## src/rtl/fb_pkg.sv

```systemverilog
// Shared constants and types for the frame-buffer port arbiter.
package fb_pkg;

   localparam int FB_DATA_WIDTH  = 8;
   localparam int FB_ADDR_WIDTH  = 20;
   localparam int FB_DEPTH       = 76800;   // 320 x 240 pixels
   localparam int FB_WR_MAX_WAIT = 4;

   // Which requester owned the RAM port in the previous cycle (debug only).
   typedef enum logic [1:0] {
      GNT_NONE      = 2'd0,
      GNT_RD        = 2'd1,
      GNT_WR        = 2'd2,
      GNT_WR_FORCED = 2'd3
   } fb_gnt_t;

   // Tag carried alongside a read while the RAM produces its data.
   typedef struct packed {
      logic valid;
      logic err;
   } fb_rd_tag_t;

endpackage

```

## src/rtl/fb_port_arbiter_if.sv

```systemverilog
// Requester and RAM-side signal bundle of the frame-buffer port arbiter.
// The arbiter takes the slave modport; the requesters/RAM side take master.
interface fb_port_arbiter_if
   import fb_pkg::*;
#(
   parameter int DATA_WIDTH = FB_DATA_WIDTH,
   parameter int ADDR_WIDTH = FB_ADDR_WIDTH
) ();

   // display read requester
   logic                  rd_req;
   logic [ADDR_WIDTH-1:0] rd_addr;
   logic                  rd_gnt;
   logic [DATA_WIDTH-1:0] rd_data;
   logic                  rd_valid;
   logic                  rd_err;

   // pixel write requester
   logic                  wr_req;
   logic [ADDR_WIDTH-1:0] wr_addr;
   logic [DATA_WIDTH-1:0] wr_data;
   logic                  wr_gnt;

   // frame-buffer RAM port
   logic [ADDR_WIDTH-1:0] ram_addr;
   logic [DATA_WIDTH-1:0] ram_data_in;
   logic                  ram_write;
   logic                  ram_enable;
   logic [DATA_WIDTH-1:0] ram_out_data;

   // debug
   fb_gnt_t               last_gnt;

   modport slave (
      input  rd_req, rd_addr, wr_req, wr_addr, wr_data, ram_out_data,
      output rd_gnt, rd_data, rd_valid, rd_err, wr_gnt,
             ram_addr, ram_data_in, ram_write, ram_enable, last_gnt
   );

   modport master (
      output rd_req, rd_addr, wr_req, wr_addr, wr_data, ram_out_data,
      input  rd_gnt, rd_data, rd_valid, rd_err, wr_gnt,
             ram_addr, ram_data_in, ram_write, ram_enable, last_gnt
   );

endinterface

```

## src/rtl/fb_wait_counter.sv

```systemverilog
// Saturating count of consecutive cycles a write has been denied.
// at_max tells the arbiter the writer must be served this cycle.
module fb_wait_counter #(
   parameter int WR_MAX_WAIT = 4
) (
   input  logic CLOCK_50,
   input  logic RESET,
   input  logic inc,
   input  logic clr,
   output logic at_max
);

   localparam int                 CNT_WIDTH = $clog2(WR_MAX_WAIT + 1);
   localparam logic [CNT_WIDTH-1:0] CNT_MAX = CNT_WIDTH'(WR_MAX_WAIT);

   logic [CNT_WIDTH-1:0] count;

   assign at_max = (count == CNT_MAX);

   // Count denied write cycles; clear wins over increment, hold at the limit.
   // NOTE: state registers use non-blocking (<=) so every flop samples pre-edge values.
   always_ff @(posedge CLOCK_50) begin
      if (RESET)
         count <= '0;
      else if (clr)
         count <= '0;
      else if (inc && !at_max)
         count <= count + CNT_WIDTH'(1);
   end

endmodule

```

## src/rtl/fb_port_arbiter.sv

```systemverilog
// Single-port arbiter in front of the frame-buffer RAM. Reads have priority,
// a bounded-wait counter forces a write through after WR_MAX_WAIT denials,
// and read data returns with a valid/err strobe two cycles after accept.
module fb_port_arbiter
   import fb_pkg::*;
#(
   parameter int DATA_WIDTH  = FB_DATA_WIDTH,
   parameter int ADDR_WIDTH  = FB_ADDR_WIDTH,
   parameter int DEPTH       = FB_DEPTH,
   parameter int WR_MAX_WAIT = FB_WR_MAX_WAIT
) (
   input logic              CLOCK_50,
   input logic              RESET,
   fb_port_arbiter_if.slave bus
);

   localparam logic [ADDR_WIDTH-1:0] DEPTH_LIMIT = ADDR_WIDTH'(DEPTH);

   logic                  rd_gnt;
   logic                  wr_gnt;
   logic                  rd_in_range;
   logic                  wr_in_range;
   logic                  wait_at_max;
   logic [ADDR_WIDTH-1:0] cmd_addr;
   logic [DATA_WIDTH-1:0] cmd_data;
   logic                  cmd_enable;
   logic                  cmd_write;
   fb_rd_tag_t            rd_stage1;
   fb_rd_tag_t            rd_stage2;
   fb_gnt_t               last_gnt;

   assign rd_in_range = (bus.rd_addr < DEPTH_LIMIT);
   assign wr_in_range = (bus.wr_addr < DEPTH_LIMIT);

   // Grant decision: write only when reads are idle or the writer has waited long enough.
   // NOTE: every output of an always_comb block gets a default first so no latch is inferred.
   always_comb begin
      wr_gnt = 1'b0;
      rd_gnt = 1'b0;
      if (!RESET) begin
         wr_gnt = bus.wr_req && (!bus.rd_req || wait_at_max);
         rd_gnt = bus.rd_req && !wr_gnt;
      end
   end

   fb_wait_counter #(
      .WR_MAX_WAIT (WR_MAX_WAIT)
   ) u_wait_counter (
      .CLOCK_50 (CLOCK_50),
      .RESET    (RESET),
      .inc      (bus.wr_req && !wr_gnt),
      .clr      (wr_gnt || !bus.wr_req),
      .at_max   (wait_at_max)
   );

   // RAM command register: one access per cycle; out-of-range grants issue nothing.
   always_ff @(posedge CLOCK_50) begin
      if (RESET) begin
         cmd_enable <= 1'b0;
         cmd_write  <= 1'b0;
         cmd_addr   <= '0;
         cmd_data   <= '0;
      end else begin
         cmd_enable <= 1'b0;
         cmd_write  <= 1'b0;
         if (rd_gnt && rd_in_range) begin
            cmd_enable <= 1'b1;
            cmd_addr   <= bus.rd_addr;
         end else if (wr_gnt && wr_in_range) begin
            cmd_enable <= 1'b1;
            cmd_write  <= 1'b1;
            cmd_addr   <= bus.wr_addr;
            cmd_data   <= bus.wr_data;
         end
      end
   end

   // Read return pipeline: stage 1 tracks the command, stage 2 lines up with RAM data.
   always_ff @(posedge CLOCK_50) begin
      if (RESET) begin
         rd_stage1 <= '0;
         rd_stage2 <= '0;
      end else begin
         rd_stage1 <= '{valid: rd_gnt, err: rd_gnt && !rd_in_range};
         rd_stage2 <= rd_stage1;
      end
   end

   // Debug record of who owned the port this cycle.
   always_ff @(posedge CLOCK_50) begin
      if (RESET)
         last_gnt <= GNT_NONE;
      else if (rd_gnt)
         last_gnt <= GNT_RD;
      else if (wr_gnt)
         last_gnt <= bus.rd_req ? GNT_WR_FORCED : GNT_WR;
      else
         last_gnt <= GNT_NONE;
   end

   assign bus.rd_gnt      = rd_gnt;
   assign bus.wr_gnt      = wr_gnt;
   assign bus.ram_addr    = cmd_addr;
   assign bus.ram_data_in = cmd_data;
   assign bus.ram_write   = cmd_write;
   assign bus.ram_enable  = cmd_enable;
   assign bus.rd_valid    = rd_stage2.valid;
   assign bus.rd_err      = rd_stage2.err;
   assign bus.last_gnt    = last_gnt;
   // RAM output is only trusted on a good read return; write echoes and idle zeros are masked.
   assign bus.rd_data     = (rd_stage2.valid && !rd_stage2.err) ? bus.ram_out_data : '0;

endmodule
```

## src/flat_wrapper.sv

```systemverilog
// flat-port wrapper written by rule: the top's interface ports become plain ports
module fb_port_arbiter_flat import fb_pkg::*;
#(
   parameter int DATA_WIDTH  = FB_DATA_WIDTH,
   parameter int ADDR_WIDTH  = FB_ADDR_WIDTH,
   parameter int DEPTH       = FB_DEPTH,
   parameter int WR_MAX_WAIT = FB_WR_MAX_WAIT
)
  (CLOCK_50, RESET, bus_rd_req, bus_rd_addr, bus_wr_req, bus_wr_addr, bus_wr_data, bus_ram_out_data, bus_rd_gnt, bus_rd_data, bus_rd_valid, bus_rd_err, bus_wr_gnt, bus_ram_addr, bus_ram_data_in, bus_ram_write, bus_ram_enable, bus_last_gnt);
  fb_port_arbiter_if #(.DATA_WIDTH(DATA_WIDTH), .ADDR_WIDTH(ADDR_WIDTH)) bus_i ();
  input logic CLOCK_50;
  input logic RESET;
  input wire logic [$bits(bus_i.rd_req)-1:0] bus_rd_req;
  input wire logic [$bits(bus_i.rd_addr)-1:0] bus_rd_addr;
  input wire logic [$bits(bus_i.wr_req)-1:0] bus_wr_req;
  input wire logic [$bits(bus_i.wr_addr)-1:0] bus_wr_addr;
  input wire logic [$bits(bus_i.wr_data)-1:0] bus_wr_data;
  input wire logic [$bits(bus_i.ram_out_data)-1:0] bus_ram_out_data;
  output wire logic [$bits(bus_i.rd_gnt)-1:0] bus_rd_gnt;
  output wire logic [$bits(bus_i.rd_data)-1:0] bus_rd_data;
  output wire logic [$bits(bus_i.rd_valid)-1:0] bus_rd_valid;
  output wire logic [$bits(bus_i.rd_err)-1:0] bus_rd_err;
  output wire logic [$bits(bus_i.wr_gnt)-1:0] bus_wr_gnt;
  output wire logic [$bits(bus_i.ram_addr)-1:0] bus_ram_addr;
  output wire logic [$bits(bus_i.ram_data_in)-1:0] bus_ram_data_in;
  output wire logic [$bits(bus_i.ram_write)-1:0] bus_ram_write;
  output wire logic [$bits(bus_i.ram_enable)-1:0] bus_ram_enable;
  output wire logic [$bits(bus_i.last_gnt)-1:0] bus_last_gnt;
  assign bus_i.rd_req = bus_rd_req;
  assign bus_i.rd_addr = bus_rd_addr;
  assign bus_i.wr_req = bus_wr_req;
  assign bus_i.wr_addr = bus_wr_addr;
  assign bus_i.wr_data = bus_wr_data;
  assign bus_i.ram_out_data = bus_ram_out_data;
  assign bus_rd_gnt = bus_i.rd_gnt;
  assign bus_rd_data = bus_i.rd_data;
  assign bus_rd_valid = bus_i.rd_valid;
  assign bus_rd_err = bus_i.rd_err;
  assign bus_wr_gnt = bus_i.wr_gnt;
  assign bus_ram_addr = bus_i.ram_addr;
  assign bus_ram_data_in = bus_i.ram_data_in;
  assign bus_ram_write = bus_i.ram_write;
  assign bus_ram_enable = bus_i.ram_enable;
  assign bus_last_gnt = bus_i.last_gnt;
  fb_port_arbiter #(.DATA_WIDTH(DATA_WIDTH), .ADDR_WIDTH(ADDR_WIDTH), .DEPTH(DEPTH), .WR_MAX_WAIT(WR_MAX_WAIT)) u_core (.CLOCK_50(CLOCK_50), .RESET(RESET), .bus(bus_i));
endmodule
```

## config.mk

```make
export PLATFORM = sky130hd
export DESIGN_NAME = fb_port_arbiter_flat
export DESIGN_NICKNAME = d
export VERILOG_FILES = /design/src/rtl/fb_pkg.sv /design/src/rtl/fb_port_arbiter_if.sv /design/src/rtl/fb_wait_counter.sv /design/src/rtl/fb_port_arbiter.sv /design/src/flat_wrapper.sv
export SDC_FILE = /design/constraint.sdc
export NUM_CORES = 1
export LEC_CHECK = 0
export ABC_AREA = 1
export CAP_MARGIN = 20
export CORE_UTILIZATION = 36
export CTS_CLUSTER_DIAMETER = 30
export DETAILED_ROUTE_END_ITERATION = 8
export PLACE_DENSITY = 0.76
export SYNTH_ARGS = -nofsm -noshare
export SYNTH_HDL_FRONTEND = slang
export SYNTH_SLANG_ARGS = --single-unit
```

## constraint.sdc

```tcl
create_clock -name CLOCK_50 -period 1.7 [get_ports CLOCK_50]
set_input_delay 0.17 -clock CLOCK_50 [delete_from_list [all_inputs] [get_ports CLOCK_50]]
set_output_delay 0.17 -clock CLOCK_50 [all_outputs]
set_load 0.05 [all_outputs]
```

# After elaboration in Yosys (flattened, before gate mapping)
# Cells that the tools add are included.
dict set report op_classes {
  add_sub_neg 1
  order_cmp 2
  eq_ne 1
  n_mux 10
  bitwise 2
  n_reduce_logical 22
}
# cell count
set op_table {}
lappend op_table {{less-than comparator 20 x 17 -> 1 bit, second input constant} 2}
lappend op_table {{2-to-1 mux 20 bit} 2}
lappend op_table {{logical AND 1 bit} 8}
lappend op_table {{2-to-1 mux 8 bit} 1}
lappend op_table {{logical NOT 1 bit} 7}
lappend op_table {{2-to-1 mux 1 bit} 7}
lappend op_table {{OR reduction 2 bit} 2}
lappend op_table {{adder 3 x 1 -> 3 bit, second input constant} 1}
lappend op_table {{equality test 3 bit, second input constant} 1}
lappend op_table {{OR reduction 3 bit} 1}
lappend op_table {{logical OR 1 bit} 2}
lappend op_table {{inverter 1 bit} 2}
lappend op_table {{AND reduction 2 bit} 1}
lappend op_table {{nonzero test 2 bit} 1}
dict set report totals {
  register_bits 39
  inputBits 60
  out_inout_bits 44
  elab_cells 49
}

# Logic depth before layout (Yosys ltp)
# Gate-level depths: netlist of run 1.
dict set report logic_depth {
  word_depth 9
  ltp_mapped 13
  mapped_depth_nobuf 12
}

# Hierarchy
# A second synthesis of run 1 with hierarchy kept.
dict set report unflattened {
  hier_cells 269
  area_unflattened_um2 1870.5
}
# mod n_inst cells_each area_each_um2 seq_area_each_um2
set modules_own_cells {}
lappend modules_own_cells {fb_port_arbiter 1 242 1695.4 720.7}
lappend modules_own_cells {fb_wait_counter 1 27 175.2 60.1}

# Worst setup path before layout of run 1
# OpenSTA, ideal clock, no wires.
dict set report synth_path {
  path_kind {register to output}
  startpoint {register u_core.rd_stage2 (netlist bit u_core.bus.rd_valid)}
  endpoint {output bus_rd_data[0]}
  arrival_ns 1.549
  required_ns 1.530
  path_slack_ns -0.019
  path_stages_with_launch 3
  n_path_buf 0
  path_cell_list {dfxtp_1 > nand2_1 > nor2_1}
}
dict set report synth_between {
  elab_chain_cells 2
}
# item line_no
set synth_rtl {}
lappend synth_rtl {{start, declared} fb_port_arbiter.sv:29} ;# fb_rd_tag_t rd_stage2;
lappend synth_rtl {{start signal, assigned} fb_port_arbiter.sv:85} ;# rd_stage2 <= rd_stage1;
lappend synth_rtl {{logical AND 1 bit} fb_port_arbiter.sv:111} ;# assign bus.rd_data = (rd_stage2.valid && !rd_stage2.err) ? bus.ram_out_data : '0;
lappend synth_rtl {{2-to-1 mux 8 bit} fb_port_arbiter.sv:111}
lappend synth_rtl {{end, declared} flat_wrapper.sv:20} ;# output wire logic [$bits(bus_i.rd_data)-1:0] bus_rd_data;
# No other way between the ends.

# Final worst setup path of run 1
dict set report layout_path {
  startpoint {register u_core.u_wait_counter.count[1]}
  endpoint {register u_core.cmd_addr[3], in the netlist u_core.bus.ram_addr[3]}
}
dict set report layout_between {
  elab_chain_cells 8
  word_cells_on_any_way 11
  cone_classes {eq/ne (1); mux (3); reduce/logical (7)}
}
# item line_no
set layout_rtl {}
lappend layout_rtl {{start, declared} fb_wait_counter.sv:16} ;# logic [CNT_WIDTH-1:0] count;
lappend layout_rtl {{start signal, assigned} fb_wait_counter.sv:28} ;# count <= count + CNT_WIDTH'(1);
lappend layout_rtl {{equality test 3 bit *} fb_wait_counter.sv:18} ;# assign at_max = (count == CNT_MAX);
lappend layout_rtl {{logical OR 1 bit *} fb_port_arbiter.sv:41} ;# wr_gnt = bus.wr_req && (!bus.rd_req || wait_at_max);
lappend layout_rtl {{logical AND 1 bit *} fb_port_arbiter.sv:41}
lappend layout_rtl {{logical NOT 1 bit} fb_port_arbiter.sv:42} ;# rd_gnt = bus.rd_req && !wr_gnt;
lappend layout_rtl {{logical AND 1 bit} fb_port_arbiter.sv:42}
lappend layout_rtl {{2-to-1 mux 1 bit} fb_port_arbiter.sv:40} ;# if (!RESET) begin
lappend layout_rtl {{logical AND 1 bit} fb_port_arbiter.sv:66} ;# if (rd_gnt && rd_in_range) begin
lappend layout_rtl {{2-to-1 mux 20 bit / nonzero test 2 bit (equally long branches)} n/a}
lappend layout_rtl {{end signal, assigned} fb_port_arbiter.sv:68} ;# cmd_addr <= bus.rd_addr;
lappend layout_rtl {{end signal, assigned} fb_port_arbiter.sv:72} ;# cmd_addr <= bus.wr_addr;
lappend layout_rtl {{end, declared} fb_port_arbiter.sv:24} ;# logic [ADDR_WIDTH-1:0] cmd_addr;
# Mark *: on every way between the ends. The rest lies on a longest branch, timed or not.
# A chain may end at the register's enable or synchronous reset.

==> results of run 1 <==
-- critical path: stages, from the launching register on --
cell and delay (ns):
dfxtp_2 0.36, inv_2 0.05, ha_4 0.15, nand2_4 0.06
nand2_4 0.08, a21oi_4 0.19, buf_6 0.13, nand3_4 0.13
clkbuf_16 0.20, nand3_2 0.06, nand3_1 0.07, nand2_1 0.06
inv_1 0.04
-- cell families after synthesis --
family | count (synthesis) | share of synthesized area, %
simple gates | 159 | 41.08
buf+inv | 57 | 12.69
flops | 39 | 39.20
compound gates | 19 | 5.340
fa+ha+maj | 2 | 1.256
xor+xnor | 1 | 0.4398
-- path summary, 6_finish.rpt --
check                                                                 start                                  end  slack (ns)
worst min register to register               u_core.rd_stage1[0]$_SDFF_PP0_         u_core.bus.rd_err$_SDFF_PP0_        0.41
worst max register to register  u_core.u_wait_counter.count[1]$_SDFFE_PP0P_  u_core.bus.ram_addr[3]$_SDFFE_PP0P_        0.04
worst min-delay path                         u_core.rd_stage1[0]$_SDFF_PP0_         u_core.bus.rd_err$_SDFF_PP0_        0.41
worst max-delay path            u_core.u_wait_counter.count[1]$_SDFFE_PP0P_  u_core.bus.ram_addr[3]$_SDFFE_PP0P_        0.04
-- per-layer routing --
metal  vias up  GRT usage, %  part of all wire (%)
met5         -             0                     0
met4         0         5.769                  0.57
met3         4         5.150                   6.4
met2        75         36.13                    51
met1       945         22.01                    42
li1       1117             -                     -
-- area by class of cell --
cell class	instances	area [um2]	area share, %
clock buffers	5	68.82	1.933
flip-flops and latches	39	783.3	22.00
inverters	48	185.2	5.202
well taps	70	87.58	2.460
multi-input cells	181	1006	28.26
repair buffers	131	1409	39.58
clock inverters	3	20.02	0.5624
-- flip-flops by register name (all words and copies together), names as in the netlist --
register / cells
u_core.u_wait_counter.count: 3
u_core.bus.ram_data_in: 8
u_core.rd_stage1: 2
u_core.bus.last_gnt: 2
u_core.bus.ram_enable: 1
u_core.bus.ram_write: 1
u_core.bus.ram_addr: 20
u_core.bus.rd_err: 1
u_core.bus.rd_valid: 1
-- metrics by stage --
step	hold WS [ns]	setup WS (ns)	cells	cell area [um2]
6_report	0.4145	0.03756	477	3560
5_1_grt	0.4261	-0.04461	477	3560
4_1_cts	0.4105	0.003357	473	3451
3_5_place_dp	0.3979	-0.02558	460	3308
3_3_place_gp	0.3929	0.01312	460	3308
2_1_floorplan	0.2461	-0.01857	277	1994
-- timing repair --
item | 4_1_cts | 5_1_grt
resized for setup | 4 | 16
endpoints found under the setup margin | 2 | 28
cloned | 0 | 1
setup buffers | 5 | 3
pin swaps | 2 | 3
-- power by group through the flow --
stage / combinational [mW] / sequential [mW] / clock (mW)
3_3_place_gp: 0.391 / 0.957 / 0
4_1_cts: 0.409 / 0.936 / 0.643
5_1_grt: 0.447 / 0.938 / 0.680
6_report: 0.419 / 0.936 / 0.626
2_1_floorplan: 0.121 / 0.994 / 0
3_5_place_dp: 0.395 / 0.957 / 0
-- cells in the final DEF, fill, tap and decap left out, types with 5 or more instances in the layout --
master and count:
nor2_1 44, buf_4 25, clkbuf_8 5, clkdlybuf4s50_1 87, a21oi_1 8, dfxtp_1 37
nand2_1 45, inv_1 44, nand3_2 15, o21ai_0 10, buf_12 14, nand3_1 37
==> results.toml, run 1 <==
[outcome]
status = "finished clean"

[timing]
period_minus_slack_ns = 1.662
finalSetupViolCount = 0
tns_ns = 0
hold_viol_final = 0
rsz0062_at_grt = "yes"
post-route-period-util_pct = 97.79
worst_pin_slew_ns = 0.5048
max_clock_freq_ghz = 0.6015
slew_violations = 0
finalClockSkew_ns = 0.006834
relSlewSlack_pct = 66.24

[clocking]
cts_sinks = 39
cts_tree = "done"
clkSlewWorstSetupHoldPaths_ns = 0.08
cts_buffer_depth = 2
root_buffer = "clkbuf_8"
htreeDepth = 2
postCtsHoldBufs = 0
insertion_delay_ns = 0.29
cts_buffers = 5

[pwr]
power_frac_clock_pct = 31.6
p_per_area_nw_per_um2 = 556.5
power_frac_comb_pct = 21.1
power_mw = 1.981
swShare_pct = 27.35
p_leak_nw = 1.643
intPower_mw = 1.439
netSwitchingPower_mw = 0.5418
pwr-share-seq_pct = 47.3
peakVddDrop_v = 0.0003555

[flow_run]
drv_cap = 0

[global_route]
grt_antenna_before_repair = 0
grt_pass1_wl_um = 9225
grt.total_usage_pct = 19.65
overflow = 0
grt_pass1_vias = 2067
grt_max_degree = 21

[cells_and_area]
drive_above_1_share_pct = 21.38
fin_util_pct = 68.39
areaGrowthSynthToFinish_pct = 78.71
fill_cells = 442
nNetsFinal = 468
antenna_cells = 0

[route]
via_per_inst = 4.488
drc_errors = 0
drtIter0Drc = 88
vias = 2141
ant_nets = 0
first_pass_iters = 4
drt-total-wl_um = 5914
wl_per_cell_um = 12.40

[yosys]
synth_most_common_cell = "inv_1"
syn-num-nets = 339
avgSynthCellArea_um2 = 7.191
synth_area_leader_cell = "dfxtp_1"
async_flop_share_pct = 0
ys.flop_type = "dfxtp_1"
ys_seq_elements = 39
synth_common_cells = "46 x inv_1, 45 x nand2_1, 44 x nor2_1, 43 x nand3_1, 39 x dfxtp_1"
ys_warn_count = 0
synth-edff-count = 0
synth_top_area_share_pct = 39.20
synth-seq-area-share_pct = 39.20
syn_inst = 277
ys_types = 24
yosys-top-cells-area = "dfxtp_1 39%, nand3_1 11%, inv_1 8.7%, nand2_1 8.5%, nor2_1 8.3%"
netlist_area_um2 = 1992

[die]
die_y_um = 76.39
initial_utilization_pct = 38.27
core_area_um2 = 5205
ioPinCount = 104
fp-row-count = 26
die_w_um = 76.39
die-area_um2 = 5835

[placed_design]
dp_hpwl_um = 4371
io_buffers = 103
place_congestion = 0.8479

[critical_path]
cp-end-kind = "flip-flop"
crit_type = "flip-flop to flip-flop"
required_ns = 1.89
critPathArrivalTime_ns = 1.86
path_max_fanout = 6
worst_r2r_path_depth = 12
critPathLaunchType = "flip-flop"

[worst_hold_path]
hold_class = "flip-flop to flip-flop"
hold_depth = 2
Note: power is estimated with default switching activity, not from simulation.
==> run 2, diff against run 1 <==
--- a/config.mk
+++ b/config.mk
@@ -5,12 +5,12 @@
 export SDC_FILE = /design/constraint.sdc
 export NUM_CORES = 1
 export LEC_CHECK = 0
-export ABC_AREA = 1
 export CAP_MARGIN = 20
-export CORE_UTILIZATION = 36
+export CORE_ASPECT_RATIO = 1.4
+export CORE_UTILIZATION = 32
 export CTS_CLUSTER_DIAMETER = 30
 export DETAILED_ROUTE_END_ITERATION = 8
-export PLACE_DENSITY = 0.76
+export PLACE_DENSITY = 0.74
 export SYNTH_ARGS = -nofsm -noshare
 export SYNTH_HDL_FRONTEND = slang
 export SYNTH_SLANG_ARGS = --single-unit
==> run 2 against run 1 <==
Critical path depth fell by 6. Total power down 2.9%. Sequential cell count is the same. Via count decreased by 25%. Core utilization fell by 6.1 points. First-iteration DRC count fell by 68%. Final area shrank 15%. Sequential power increased by 0.4%.
==> results.toml, run 2 <==
[route]
first_pass_iters = 4
drt-total-wl_um = 4577
wl_per_cell_um = 13.27
vias = 1606
drc_errors = 0
drtIter0Drc = 28
ant_nets = 0
via_per_inst = 4.655

[clocking]
cts_sinks = 39
cts_buffers = 5
root_buffer = "clkbuf_8"
insertion_delay_ns = 0.28
clkSlewWorstSetupHoldPaths_ns = 0.08
cts_tree = "done"
htreeDepth = 2
postCtsHoldBufs = 0
cts_buffer_depth = 2

[pwr]
p_per_area_nw_per_um2 = 637.7
p_leak_nw = 1.129
peakVddDrop_v = 0.0004738

[timing]
period_minus_slack_ns = 1.627
hold_viol_final = 0
post-route-period-util_pct = 95.70
relSlewSlack_pct = 65.40
finalSetupViolCount = 0
fin_ws_ns = 0.07317
worst_pin_slew_ns = 0.5173
rsz0062_at_grt = "yes"
max_clock_freq_ghz = 0.6147
finalClockSkew_ns = 0.008017
slew_violations = 0

[yosys]
synth_most_common_cell = "dfxtp_1"
synth_top_family_by_area = "simple AND/OR/NAND/NOR gates"
synth-edff-count = 0
ys_warn_count = 0
synth-seq-area-share_pct = 48.19
ys_seq_elements = 39
ys.flop_type = "dfxtp_1"
synth_top_area_share_pct = 48.19
synth_compound_area_share_pct = 15.91
syn_inst = 162
synth_area_leader_cell = "dfxtp_1"
async_flop_share_pct = 0
avgSynthCellArea_um2 = 10.00
synth_common_cells = "39 x dfxtp_1, 18 x nand2b_1, 17 x a22oi_1, 16 x o21ai_1, 11 x nor2_1"
synth-simple-area-share_pct = 24.48
synth_mux_area_share_pct = 5.560
synthXorXnorAreaFrac_pct = 0
netlist_area_um2 = 1620
syn-num-nets = 224
synth_fa_ha_area_share_pct = 1.544
yosys-top-cells-area = "dfxtp_1 48%, a22oi_1 7.9%, nand2b_1 6.9%, mux2i_1 5.6%, o21ai_1 4.9%"
ys_types = 32

[placed_design]
dpl_worst_slack_ns = -0.2602
io_buffers = 103
place_congestion = 0.8439
dp_hpwl_um = 3590

[worst_hold_path]
min_from = "u_core.u_wait_counter.count[0]$_SDFFE_PP0P_"
hold_class = "flip-flop to flip-flop"

[die]
initial_utilization_pct = 33.46
ioPinCount = 104
core_area_um2 = 4842
die_w_um = 62.14
die_y_um = 86.20
fp-row-count = 30
die-area_um2 = 5356

[critical_path]
worst_r2r_path_depth = 7
path_depth = 6
startpoint = "bus_rd_addr[10]"
critPathArrivalTime_ns = 1.84
r2r_slack_ns = 0.14
endpoint = "u_core.bus.ram_addr[19]$_SDFFE_PP0P_"
crit_family = "simple AND/OR/NAND/NOR gates"
cp-end-kind = "flip-flop"
r2r-end = "u_core.bus.ram_addr[9]$_SDFFE_PP0P_"
critPathSlowestCell = "clkdlybuf4s50_1"
required_ns = 1.92
r2r-start = "u_core.u_wait_counter.count[0]$_SDFFE_PP0P_"
cpPeakStageDelay_ns = 0.47
critPathLaunchType = "input pin"
cp_cell_sequence = "clkdlybuf4s50_1 > nor4bb_1 > o211a_1 > nor3b_4 > or2_4 > nor3b_2"
cp_num_buf_inv = 1
crit_type = "input pin to flip-flop"
path_max_fanout = 21

[cells_and_area]
largest_reg_flops = 20
nNetsFinal = 342
final_cell_mix = "87 x clkdlybuf4s50_1, 37 x dfxtp_1, 22 x buf_4"
drive_above_1_share_pct = 19.93
areaGrowthSynthToFinish_pct = 86.10
final_common_cell = "clkdlybuf4s50_1"
fin_util_pct = 62.27
antenna_cells = 0

[global_route]
grt_max_degree = 22
grt_antenna_before_repair = 0
grt_pass1_wl_um = 7610
overflow = 0
grt.total_usage_pct = 17.98
grt_pass1_vias = 1652

[flow_run]
drv_cap = 0

[outcome]
status = "finished clean"
-- run 2: cells by family (layout without fill, tap and decap cells) --
group,after synthesis,after routing
mux,9,9
compound gates,40,40
simple gates,61,61
flops,39,39
buf+inv,11,130
fa+ha+maj,2,2
-- run 2: routing by layer --
metal | GRT usage (%) | up-vias | share of wire (%)
li1 | - | 803 | -
met1 | 18.57 | 742 | 39
met2 | 34.77 | 54 | 54
met3 | 3.026 | 7 | 4.9
met4 | 8.879 | 0 | 2.2
met5 | 0 | - | 0
-- run 2: worst register-to-register path, delay by kind of cell (launching register included) --
kind            cells  cell delay (ns)
compound gates      1             0.10
fa+ha+maj           1             0.16
buf+inv             1             0.05
flops               1             0.36
simple gates        4             0.78
-- run 2: layout make-up --
class / instances / area (um2)
timing repair buffer: 120 / 1256
sequential: 39 / 783.3
fill: 402 / 1827
clock buffer: 5 / 68.82
tap: 64 / 80.08
multi-input combinational: 112 / 799.5
inverter: 2 / 7.507
clock inverter: 3 / 20.02
-- run 2: timing repair --
action | CTS | global route
setup buffers | 0 | 0
gates resized for setup | 0 | 1
endpoints found under the setup margin | 0 | 3
-- run 2: worst min path at each step --
stage / endpoint / cells after the start
2_1_floorplan: u_core.bus.last_gnt[0]$_SDFF_PP0_ / 1
3_3_place_gp: u_core.bus.rd_err$_SDFF_PP0_ / 1
3_5_place_dp: u_core.bus.rd_err$_SDFF_PP0_ / 1
4_1_cts: u_core.u_wait_counter.count[0]$_SDFFE_PP0P_ / 1
5_1_grt: u_core.u_wait_counter.count[0]$_SDFFE_PP0P_ / 1
6_report: u_core.u_wait_counter.count[0]$_SDFFE_PP0P_ / 1
-- run 2: through the flow --
stage	power (mW)	hold slack (ns)	setup TNS (ns)	std cells	instance area, um2
5_1_grt	2.017	0.4675	-0.002528	345	3015
3_5_place_dp	1.342	0.4338	-5.105	337	2927
2_1_floorplan	1.103	0.2459	-1.160	162	1657
4_1_cts	1.954	0.4488	0	345	3015
3_3_place_gp	1.338	0.4235	-4.309	337	2927
6_report	1.923	0.4465	0	345	3015
-- run 2: where the power goes --
group / switching [mW] / internal (mW) / leakage, nW / total [mW]
Sequential: 0.00853 / 0.932 / 0.317 / 0.940
Combinational: 0.160 / 0.218 / 0.772 / 0.379
Clock: 0.319 / 0.285 / 0.0402 / 0.604
Total: 0.488 / 1.44 / 1.13 / 1.92
